`src/rtl/regnew_if.sv`:
```
// Bus bundle for the regnew registered selector: source select, two data
// sources and the registered output word.
interface regnew_if #(
  parameter int width = 8
);
  logic             en;
  logic [width-1:0] in1;
  logic [width-1:0] in2;
  logic [width-1:0] out;

  // master drives the sources and observes the result; slave is the register
  modport master (
    output en,
    output in1,
    output in2,
    input  out
  );

  modport slave (
    input  en,
    input  in1,
    input  in2,
    output out
  );
endinterface

```
`src/rtl/regnew.sv`:
```
// Single-stage registered 2:1 selector: loads in1 (en=1) or in2 (en=0) on
// every rising edge; synchronous active-high reset clears the register.
module regnew #(
  parameter int width = 8
) (
  input  logic      clk,
  input  logic      rst,
  regnew_if.slave   bus
);

  logic [width-1:0] q;

  // Loads every edge: en only steers the source, it never holds the value.
  always_ff @(posedge clk) begin
    if (rst) begin
      q <= '0;
    end else if (bus.en) begin
      q <= bus.in1;
    end else begin
      q <= bus.in2;
    end
  end

  assign bus.out = q;

endmodule

```
`src/flat_wrapper.sv`:
```
// flat-port wrapper written by rule: the top's interface ports become plain ports
module regnew_flat 
#(
  parameter int width = 8
)
  (clk, rst, bus_en, bus_in1, bus_in2, bus_out);
  regnew_if #(.width(width)) bus_i ();
  input  logic clk;
  input  logic rst;
  input wire logic [$bits(bus_i.en)-1:0] bus_en;
  input wire logic [$bits(bus_i.in1)-1:0] bus_in1;
  input wire logic [$bits(bus_i.in2)-1:0] bus_in2;
  output wire logic [$bits(bus_i.out)-1:0] bus_out;
  assign bus_i.en = bus_en;
  assign bus_i.in1 = bus_in1;
  assign bus_i.in2 = bus_in2;
  assign bus_out = bus_i.out;
  regnew #(.width(width)) u_core (.clk(clk), .rst(rst), .bus(bus_i));
endmodule
```
`config.mk`:
```
export PLATFORM = sky130hd
export DESIGN_NAME = regnew_flat
export DESIGN_NICKNAME = d
export VERILOG_FILES = /design/src/rtl/regnew_if.sv /design/src/rtl/regnew.sv /design/src/flat_wrapper.sv
export SDC_FILE = /design/constraint.sdc
export NUM_CORES = 1
export LEC_CHECK = 0
export BUFFER_PORTS_ARGS = -buffer_cell sky130_fd_sc_hd__clkbuf_2
export CELL_PAD_IN_SITES_DETAIL_PLACEMENT = 1
export CELL_PAD_IN_SITES_GLOBAL_PLACEMENT = 2
export CORE_MARGIN = 1.5
export CORE_UTILIZATION = 16
export CTS_CLUSTER_SIZE = 25
export DETAILED_ROUTE_END_ITERATION = 10
export GPL_TIMING_DRIVEN = 0
export PLACE_DENSITY_LB_ADDON = 0.15
export SLEW_MARGIN = 20
export SYNTH_ARGS = -nofsm -noshare
export SYNTH_HDL_FRONTEND = slang
export SYNTH_SLANG_ARGS = --single-unit
```
`constraint.sdc`:
```
create_clock -name clk -period 0.8 [get_ports clk]
set_input_delay 0.16 -clock clk [delete_from_list [all_inputs] [get_ports clk]]
set_output_delay 0.16 -clock clk [all_outputs]
set_load 0.1 [all_outputs]
```
==> flow_summary.json <==
{
  "hold_viol_final": 0,
  "synth_common_cells": "dfxtp_1 (8), mux2i_1 (8), nor2_1 (8)",
  "wire_per_inst_um": 9.795,
  "critPathMaxStageDelay_ns": 0.33,
  "fp.dieW_um": 45.23,
  "crit_fanout": 1,
  "critPathCaptureType": "output port",
  "layout.nets": 74,
  "grtUsageTotal": 0.09024,
  "setup_viol": 8,
  "synth_compound_area_frac": 0,
  "cts_made_buffers": 3,
  "synth_top_family_by_area": "multiplexers",
  "cp-start-kind": "flop",
  "drt_first_pass_iters": 1,
  "cts_tree": "built",
  "worst_pin_slew_ns": 0.3608,
  "yosysSeqAreaShare": 0.5614,
  "dpl.cell_count": 75,
  "cp.depth": 1,
  "ys_warn_count": 0,
  "fin_setup_tns_ns": -1.046,
  "ant_nets": 0,
  "areaGrowthSynthToFinish_pct": 120.6,
  "slew_headroom": 0.7595,
  "worstPathRequired_ns": 0.64,
  "num_vias": 282,
  "cts_buffer_depth": 2,
  "start_util": 0.1670,
  "drtIter0Drc": 0,
  "rsz0062_at_grt": "true",
  "syn-cell-area_um2": 285.3,
  "n_antenna_cell": 0,
  "gp_congestion": 0.5893,
  "power.leakage_nw": 0.3104,
  "wl_met3_um": 72,
  "cts-root-buf": "clkbuf_4",
  "slew_violations": 0,
  "viasPerCell": 3.615,
  "antenna_found_initial": 0,
  "netlist.top_cell.by_area": "dfxtp_1",
  "min_period_over_period": 1.170,
  "power_density_nw_per_um2": 1856,
  "synth_enable_flop_cells": 0,
  "drcViolationCount": 0,
  "grt_pass1_vias": 275,
  "whs_path_depth": 3,
  "h-tree-depth": 1,
  "grt_max_degree": 9,
  "drive_above_1_share": 0.6792,
  "yosysUniqueCellTypes": 5,
  "place.detailed.hpwl_um": 607.5,
  "crit_arrival_ns": 0.78,
  "synthSimpleGateAreaFrac": 0.1053,
  "post_cts_buffers": 0,
  "crit_family": "flip-flops",
  "cp_num_buf_inv": 1,
  "die_h_um": 45.23,
  "netlist.area_leader.share": 0.5614,
  "numPortBuffers": 24,
  "rows": 15,
  "failed_checks": "negative setup slack",
  "synth_ff_type": "dfxtp_1",
  "largest_reg_flops": 8,
  "setup_slack_ns": -0.1362,
  "startpoint": "u_core.bus.out[2]$_SDFF_PP0_",
  "max_cap_violations": 0,
  "cpMaxStageDelayCell": "dfxtp_2",
  "die_area_um2": 2045,
  "wl_met2_um": 388,
  "wl_um": 764,
  "syn-mean-instance-area_um2": 10.97,
  "synthArstFlopShare": 0,
  "wl_met1_um": 304,
  "fmax_mhz": 1068,
  "design.core.area_um2": 1708,
  "clkTransAtPathRegs_ns": 0.05,
  "final_cells": 78,
  "hold_ws_ns": 0.1441,
  "synthAdderAreaFrac": 0,
  "gr-total-overflow": 0,
  "ir_drop_v": 0.0007761,
  "synth_xor_area_frac": 0,
  "synthMuxAreaShare": 0.2807,
  "fin_crit_ns": 0.9362,
  "crit_chain": "clkbuf_16",
  "numClockSinks": 8,
  "critical_path_class": "reg2out",
  "syn_nets": 45,
  "synthTopCellsByArea": "dfxtp_1 (56%), mux2i_1 (28%), nor2_1 (11%)",
  "synthCells": 26,
  "yosys_register_bits": 8,
  "grt_pass1_wl_um": 1248,
  "maxUsedRoutingLayer": "met3",
  "endpoint": "bus_out[2]",
  "status": "finished, violations left",
  "hp-class": "in2reg",
  "ios": 27
}
[worst min path at each step]
stage	start	endpoint	slack, ns
floorplan	bus_in2[0]	u_core.bus.out[0]$_SDFF_PP0_	0.30
global placement	bus_in2[0]	u_core.bus.out[0]$_SDFF_PP0_	0.39
detailed placement	bus_in2[3]	u_core.bus.out[3]$_SDFF_PP0_	0.40
CTS	bus_in2[3]	u_core.bus.out[3]$_SDFF_PP0_	0.14
global route	bus_in2[6]	u_core.bus.out[6]$_SDFF_PP0_	0.15
finish	bus_in2[3]	u_core.bus.out[3]$_SDFF_PP0_	0.14
[per-layer routing]
metal	vias up	GRT usage
met3	0	0.06000
li1	138	-
met2	18	0.1371
met4	0	0.01765
met5	-	0
met1	126	0.1063
[power by group]
part           switching, mW  internal (mW)  leakage, nW
sequential            0.0182          0.432       0.0688
clock                  0.129          0.171       0.0138
combinational          0.245          0.173        0.228
[cell families (layout without fill, tap and decap cells)]
kind of cell,count (synthesis),count (layout)
flops,8,8
buf+inv,2,29
mux,8,8
simple gates,8,8
[layout make-up]
| cell class | count | area (µm²) |
|---|---|---|
| repair buffers | 24 | 280.3 |
| fillers | 194 | 1079 |
| multi-input cells | 16 | 110.1 |
| clock buffers | 3 | 22.52 |
| well taps | 25 | 31.28 |
| plain buffers | 2 | 15.01 |
| flip-flops and latches | 8 | 170.2 |
[layout by cell type (no fill, tap or decap)]
| cell type | count |
|---|---|
| clkbuf_2 | 16 |
| mux2i_1 | 8 |
| nor2_1 | 8 |
| clkbuf_16 | 8 |
| dfxtp_2 | 8 |
| clkbuf_4 | 3 |
| buf_1 | 1 |
| buf_6 | 1 |
[metrics by stage]
| stage | setup WS [ns] | instance area, µm² | utilization | total power [mW] |
|---|---|---|---|---|
| 2_1_floorplan | 0.01422 | 295.3 | - | 0.6956 |
| 3_3_place_gp | -0.09367 | 446.7 | 0.2615 | 0.7594 |
| 3_5_place_dp | -0.09934 | 446.7 | 0.2615 | 0.7675 |
| 4_1_cts | -0.1494 | 629.4 | 0.3685 | 1.194 |
| 5_1_grt | -0.1798 | 629.4 | 0.3685 | 1.249 |
| 6_report | -0.1362 | 629.4 | 0.3685 | 1.168 |
[repair_timing]
| item | in CTS | in global routing |
|---|---|---|
| hold endpoints to repair | 0 | 0 |
| pin swaps | 0 | 0 |
| gates resized for setup | 24 | 0 |
| setup endpoints to repair | 8 | 8 |
| hold buffers | 0 | 0 |
Note: power is estimated with default switching activity, not from simulation.
